`src/rtl/led_pattern_pkg.sv`:
```
// Shared types, reset constants and the on-time helper for the LED pattern generator.
package led_pattern_pkg;

   // Channel operating mode, encoded as written on cfg_mode
   typedef enum logic [1:0] {
      LED_OFF   = 2'd0,
      LED_ON    = 2'd1,
      LED_BLINK = 2'd2,
      LED_PULSE = 2'd3
   } led_mode_e;

   // Heartbeat defaults for channel 0 (1 s period, 50 % on)
   localparam int HB_PERIOD = 1000;
   localparam int HB_ON     = 500;

   // Widest period the helper handles; callers zero-extend and truncate back
   localparam int MAX_PERIOD_W = 16;

   // on_time = (period * duty) >> 8, duty in 1/256 units
   function automatic logic [MAX_PERIOD_W-1:0] calc_on_time(
      input logic [MAX_PERIOD_W-1:0] period,
      input logic [7:0]              duty
   );
      logic [MAX_PERIOD_W+7:0] product_s;
      product_s = {8'd0, period} * {{MAX_PERIOD_W{1'b0}}, duty};
      return product_s[MAX_PERIOD_W+7:8];
   endfunction

endpackage

```
`src/rtl/led_pattern_channel.sv`:
```
// One LED channel: config registers, ms counter, mode sequencing and registered outputs.
module led_pattern_channel
   import led_pattern_pkg::*;
#(
   parameter int PERIOD_W = 12,
   parameter bit RESET_HB = 1'b0
) (
   input  logic                fpga_clk_50,
   input  logic                hps_fpga_reset_n,
   input  logic                wr_en,
   input  logic [1:0]          cfg_mode,
   input  logic [PERIOD_W-1:0] cfg_period,
   input  logic [7:0]          cfg_duty,
   input  logic                tick_ms,
   input  logic                sync_restart,
   output logic                led,
   output logic                pulse_done
);

   localparam logic [PERIOD_W-1:0] ZERO       = {PERIOD_W{1'b0}};
   localparam logic [PERIOD_W-1:0] ONE        = PERIOD_W'(1);
   localparam led_mode_e           RST_MODE   = RESET_HB ? LED_BLINK : LED_OFF;
   localparam logic [PERIOD_W-1:0] RST_PERIOD = RESET_HB ? PERIOD_W'(HB_PERIOD) : ZERO;
   localparam logic [PERIOD_W-1:0] RST_ON     = RESET_HB ? PERIOD_W'(HB_ON) : ZERO;

   led_mode_e           mode_r,    mode_s;
   logic [PERIOD_W-1:0] period_r,  period_s;
   logic [PERIOD_W-1:0] on_time_r, on_time_s;
   logic [PERIOD_W-1:0] cnt_r,     cnt_s;
   logic                led_r,     led_s;
   logic                done_r,    done_s;
   logic [PERIOD_W-1:0] on_time_wr_s;
   logic                cnt_last_s;
   led_mode_e           cfg_mode_s;

   assign cfg_mode_s   = led_mode_e'(cfg_mode);
   assign on_time_wr_s = PERIOD_W'(calc_on_time(MAX_PERIOD_W'(cfg_period), cfg_duty));
   // Period 0 counts as "always at the last step" so the counter never leaves 0
   assign cnt_last_s   = (period_r == ZERO) || (cnt_r == (period_r - ONE));

   // Next-state: write beats restart beats tick; level derived from the next state
   always_comb begin
      mode_s    = mode_r;
      period_s  = period_r;
      on_time_s = on_time_r;
      cnt_s     = cnt_r;
      done_s    = 1'b0;
      led_s     = 1'b0;
      if (wr_en) begin
         period_s  = cfg_period;
         on_time_s = on_time_wr_s;
         cnt_s     = ZERO;
         if ((cfg_mode_s == LED_PULSE) && (cfg_period == ZERO)) begin
            // zero-length pulse completes at once and never lights the LED
            mode_s = LED_OFF;
            done_s = 1'b1;
         end else begin
            mode_s = cfg_mode_s;
         end
      end else if (sync_restart) begin
         cnt_s = ZERO;
      end else if (tick_ms) begin
         case (mode_r)
            LED_BLINK: begin
               cnt_s = cnt_last_s ? ZERO : (cnt_r + ONE);
            end
            LED_PULSE: begin
               if (cnt_last_s) begin
                  mode_s = LED_OFF;
                  cnt_s  = ZERO;
                  done_s = 1'b1;
               end else begin
                  cnt_s = cnt_r + ONE;
               end
            end
            default: begin
               cnt_s = ZERO;
            end
         endcase
      end else begin
         cnt_s = cnt_r;
      end

      case (mode_s)
         LED_ON:    led_s = 1'b1;
         LED_BLINK: led_s = (cnt_s < on_time_s);
         LED_PULSE: led_s = 1'b1;
         default:   led_s = 1'b0;
      endcase
   end

   // State and output registers
   always_ff @(posedge fpga_clk_50 or negedge hps_fpga_reset_n) begin
      if (!hps_fpga_reset_n) begin
         mode_r    <= RST_MODE;
         period_r  <= RST_PERIOD;
         on_time_r <= RST_ON;
         cnt_r     <= ZERO;
         led_r     <= 1'b0;
         done_r    <= 1'b0;
      end else begin
         mode_r    <= mode_s;
         period_r  <= period_s;
         on_time_r <= on_time_s;
         cnt_r     <= cnt_s;
         led_r     <= led_s;
         done_r    <= done_s;
      end
   end

   assign led        = led_r;
   assign pulse_done = done_r;

endmodule

```
`src/rtl/led_pattern_gen.sv`:
```
// Multi-channel LED pattern generator sharing one 1 ms time base.
module led_pattern_gen
   import led_pattern_pkg::*;
#(
   parameter int NUM_CH          = 8,
   parameter int PRESCALE        = 50000,
   parameter int PERIOD_W        = 12,
   parameter bit RESET_HEARTBEAT = 1'b1,
   localparam int CH_W           = (NUM_CH > 1) ? $clog2(NUM_CH) : 1
) (
   input  logic                fpga_clk_50,
   input  logic                hps_fpga_reset_n,
   input  logic                cfg_wr,
   input  logic [CH_W-1:0]     cfg_ch,
   input  logic [1:0]          cfg_mode,
   input  logic [PERIOD_W-1:0] cfg_period,
   input  logic [7:0]          cfg_duty,
   input  logic                sync_restart,
   output logic [NUM_CH-1:0]   led_out,
   output logic [NUM_CH-1:0]   pulse_done,
   output logic                tick_ms
);

   localparam int PRESC_W = (PRESCALE > 1) ? $clog2(PRESCALE) : 1;
   localparam logic [PRESC_W-1:0] PRESC_LAST = PRESC_W'(PRESCALE - 1);

   logic [PRESC_W-1:0] presc_r;
   logic               tick_ms_r;
   logic               presc_last_s;

   assign presc_last_s = (presc_r == PRESC_LAST);

   // Millisecond prescaler; restart zeroes it and swallows that cycle's tick
   always_ff @(posedge fpga_clk_50 or negedge hps_fpga_reset_n) begin
      if (!hps_fpga_reset_n) begin
         presc_r   <= {PRESC_W{1'b0}};
         tick_ms_r <= 1'b0;
      end else if (sync_restart) begin
         presc_r   <= {PRESC_W{1'b0}};
         tick_ms_r <= 1'b0;
      end else if (presc_last_s) begin
         presc_r   <= {PRESC_W{1'b0}};
         tick_ms_r <= 1'b1;
      end else begin
         presc_r   <= presc_r + PRESC_W'(1);
         tick_ms_r <= 1'b0;
      end
   end

   assign tick_ms = tick_ms_r;

   // Out-of-range cfg_ch values match no channel, so such writes are dropped
   for (genvar i = 0; i < NUM_CH; i++) begin : g_ch
      logic wr_en_s;
      assign wr_en_s = cfg_wr && (cfg_ch == CH_W'(i));

      led_pattern_channel #(
         .PERIOD_W (PERIOD_W),
         .RESET_HB (RESET_HEARTBEAT && (i == 0))
      ) u_ch (
         .fpga_clk_50      (fpga_clk_50),
         .hps_fpga_reset_n (hps_fpga_reset_n),
         .wr_en            (wr_en_s),
         .cfg_mode         (cfg_mode),
         .cfg_period       (cfg_period),
         .cfg_duty         (cfg_duty),
         .tick_ms          (tick_ms_r),
         .sync_restart     (sync_restart),
         .led              (led_out[i]),
         .pulse_done       (pulse_done[i])
      );
   end

endmodule

```
`config.mk`:
```
export PLATFORM = sky130hd
export DESIGN_NAME = led_pattern_gen
export DESIGN_NICKNAME = d
export VERILOG_FILES = /design/src/rtl/led_pattern_pkg.sv /design/src/rtl/led_pattern_channel.sv /design/src/rtl/led_pattern_gen.sv
export SDC_FILE = /design/constraint.sdc
export NUM_CORES = 1
export LEC_CHECK = 0
export CORE_ASPECT_RATIO = 0.9
export CORE_UTILIZATION = 60
export CTS_BUF_LIST = sky130_fd_sc_hd__clkbuf_4
export DETAILED_ROUTE_END_ITERATION = 7
export DONT_BUFFER_PORTS = 1
export PLACE_DENSITY = 0.86
export REMOVE_ABC_BUFFERS = 1
export SLEW_MARGIN = 20
export SYNTH_ARGS = -nofsm -noshare
export SYNTH_HDL_FRONTEND = slang
export SYNTH_SLANG_ARGS = --single-unit
```
`constraint.sdc`:
```
create_clock -name fpga_clk_50 -period 4.45 [get_ports fpga_clk_50]
set_input_delay 0.445 -clock fpga_clk_50 [delete_from_list [all_inputs] [get_ports fpga_clk_50]]
set_output_delay 0.445 -clock fpga_clk_50 [all_outputs]
set_load 0.01 [all_outputs]
```
==> run metrics <==
maximum fanout along the worst path 10; gp weighted congestion roughly 0.93; r2r setup slk -520 ps; die area a little under 40,000 um2; Rows 67; Design Power between 15 and 20 mW; Net Sw Power between 6 and 7 mW; CTS Buf Count 90; post-synth top area share between 30% and 40%; crit-path most repeated cell fa_1; Die X between 200 and 250 um; antenna-violating nets left 0; Synth Area in Simple Gates between 20% and 30%; initial antenna violation count 6; WL final around 73,000 um; Synth area leaders dfrtp_1 35%, ha_1 7.7%, nand2_1 7.2%, fa_1 5.1%, xor2_1 4.3%; root buf cell clkbuf_4; Synth area leader dfrtp_1; Synth cell types between 80 and 90; Pint 8.758 mW; routed vias/inst between 6 and 7; slowest library cell on the worst path fa_1; RSZ-0062 raised after global routing true; combinational share of power between 50% and 60%; # clock sinks around 340; Initial Utilization between 60% and 70%; crit-path max cell delay around 540 ps; CTS Buffer Depth 3; final setup vio count 25; WHS -706.1 ps; Power Density about 570 nW/um2; share of layout cells above drive strength 1 ~16%; post-synthesis mux area share 0.5285%; Warnings, synthesis 0; Critical Path AT approximately 6600 ps; area delta synth->final 15.09%; Mapped Area approximately 23,000 um2; #FFs+latches synth ~340; vias in the first global route roughly 21,000; pin count of the biggest net entering global routing between 300 and 400; Final Hold Fails 337; Placement Cell Area approximately 24,000 um2; RR Endpoint g_ch[7].u_ch.led; status finished with violations; Mean Syn Cell Area 8.765 um2; PortBufs 0; cts hold-fix bufs 16; Post-synth EDFFs 0; max_cap viols 0; htree depth 3; clock-pin slew on the worst setup and hold paths 70 ps; clk_skew 84.13 ps; WS Path Type in2reg; Place WS -2155 ps; clock share of power about a fifth; overall routing resource usage a little over a third; Sw Ratio 42.23%; Final Max Slew Viols 0; Worst Path Required between 5000 and 6000 ps; ys async rst share 100.0%; worst min path class in2async; Initial DRC Count 3,059; failing checks negative hold slack, negative setup slack; synthesized instance count ~2,600; leakage ~13 nW; wire length of the first global-routing pass 108,300 um; Nets approximately 3,000; DRC viols 0; Flop pwr share 27.1%; period utilization 132.7%; largest family of logic cells by synthesized area simple AND/OR/NAND/NOR gates; slack of the critical path -1457 ps; RR Startpoint g_ch[7].u_ch.period_r[1]; Startpoint Class primary input; HPWL after DPL around 44,000 um; Compound-Gate Fraction of Synth Area between 10% and 20%; DR WL/cell around 22 um; fraction of the yosys area taken by sequential cells 36.80%; Register-to-Register Path Depth 18; CTS tree done; Achievable Freq roughly 0.17 GHz; IO Pins 46; relative slew slack between 20% and 30%; drt first pass iters 8; Least-Margin Pin Slew between 1000 and 1500 ps; total grt overflow 0; minimum clock period ~5900 ps; via count approximately 21,000; critical path capture point type register; ys flop type dfrtp_1; Post-Synth XOR/XNOR Area under 10%; Core Area approximately 37,000 um2; die height approximately 190 um; adder-cell share of the synthesized area about 13%; Design Area, Final 26,430 um2; peak supply drop 0.8110 mV; worst skew pair latency approximately 850 ps
## critical path: cells and delay by family
family / cells / cell delay, ps
fa+ha+maj: 6 / 2520
simple gates: 9 / 1820
xor+xnor: 1 / 160
compound gates: 4 / 1130
buf+inv: 5 / 530
## power groups by stage
stage	Sequential (mW)	Clock (mW)	Combinational, mW
6_report	4.11	2.89	8.16
5_1_grt	4.16	3.08	8.50
4_1_cts	4.08	2.90	6.98
3_5_place_dp	4.13	0	6.29
3_3_place_gp	4.10	0	6.07
2_1_floorplan	4.02	0	3.05
## stage by stage
| stage | instances | util (%) | hold WS (ps) | setup TNS, ps |
|---|---|---|---|---|
| final | 3328 | 70.53 | -706.1 | -12900 |
| after floorplan | 2490 | - | 149.4 | -27870 |
| after CTS | 3304 | 68.73 | -734.3 | -5352 |
| after detailed placement | 3127 | 64.45 | 155.8 | -65270 |
| after global routing | 3327 | 70.52 | -731.4 | -12630 |
| after global placement | 3127 | 64.45 | 156.1 | -61630 |
## synth_stat cells, drive strengths merged (19+ instances only)
master    n
nor2b    22
clkbuf  107
and3     25
inv     198
nand2b   25
buf      23
nand2   444
o21a     69
nand3    56
dfrtp   324
a21boi   19
nor3     66
ha      142
a21o     23
a21oi    50
nor2    195
fa       59
xor2    113
o21ai   119
and2     86
nand4    71
a31oi    29
or3      29
xnor2   104
## flip-flops by register name, summed over array words and instances, names as in the netlist
| signal | flops |
|---|---|
| g_ch.u_ch.pulse_done | 8 |
| tick_ms | 1 |
| g_ch.u_ch.led | 8 |
| presc_r | 16 |
| g_ch.u_ch.on_time_r | 96 |
| g_ch.u_ch.cnt_r | 96 |
| g_ch.u_ch.mode_r | 16 |
| g_ch.u_ch.period_r | 96 |
## logic make-up after synthesis
kind of cell    Yosys count
compound gates          412
fa+ha+maj               201
mux                      12
simple gates           1112
flops                   337
buf+inv                 328
xor+xnor                218
## what timing repair did
action	in CTS	in global routing
gates resized for setup	45	106
setup endpoints to repair	26	15
setup buffers	10	23
pin swaps	42	88
hold endpoints to repair	473	337
## placed cells by master, fill, tap and decap left out, types with 71 or more instances in the layout
cell,instances
xor2_1,109
nor2_1,195
clkbuf_4,132
xnor2_1,101
nand4_1,71
dfrtp_1,323
inv_1,191
nand2_1,443
buf_4,162
o21ai_0,102
ha_1,123
and2_1,81
## cell type report
class                   instances  area [um2]
well taps                     483       604.3
diodes                          5       12.51
clock buffers                 132       991.0
fillers                      2565       11040
repair buffers                199        1687
inverters                     198       743.2
multi-input cells            1955       13780
clock inverters                19       160.2
flip-flops and latches        337        8451
## layer usage
metal / global-route usage [%] / part of all wire [%] / routed length, um
met3: 11.09 / 14 / 9908
met5: 0 / 0.12 / 88
met1: 44.28 / 36 / 26230
met4: 19.89 / 7.2 / 5270
met2: 53.99 / 43 / 31690
## worst max path at each step
stage          cells past startpoint     startpoint               end  slack [ps]
5_1_grt                           25  cfg_period[7]  g_ch[7].u_ch.led       -1440
4_1_cts                           25  cfg_period[8]  g_ch[7].u_ch.led        -770
3_3_place_gp                      24  cfg_period[1]  g_ch[7].u_ch.led       -2080
3_5_place_dp                      24  cfg_period[1]  g_ch[7].u_ch.led       -2160
2_1_floorplan                     23  cfg_period[4]  g_ch[7].u_ch.led       -2190
6_report                          25  cfg_period[7]  g_ch[7].u_ch.led       -1460
No activity file was read; power rests on OpenSTA's default activity.
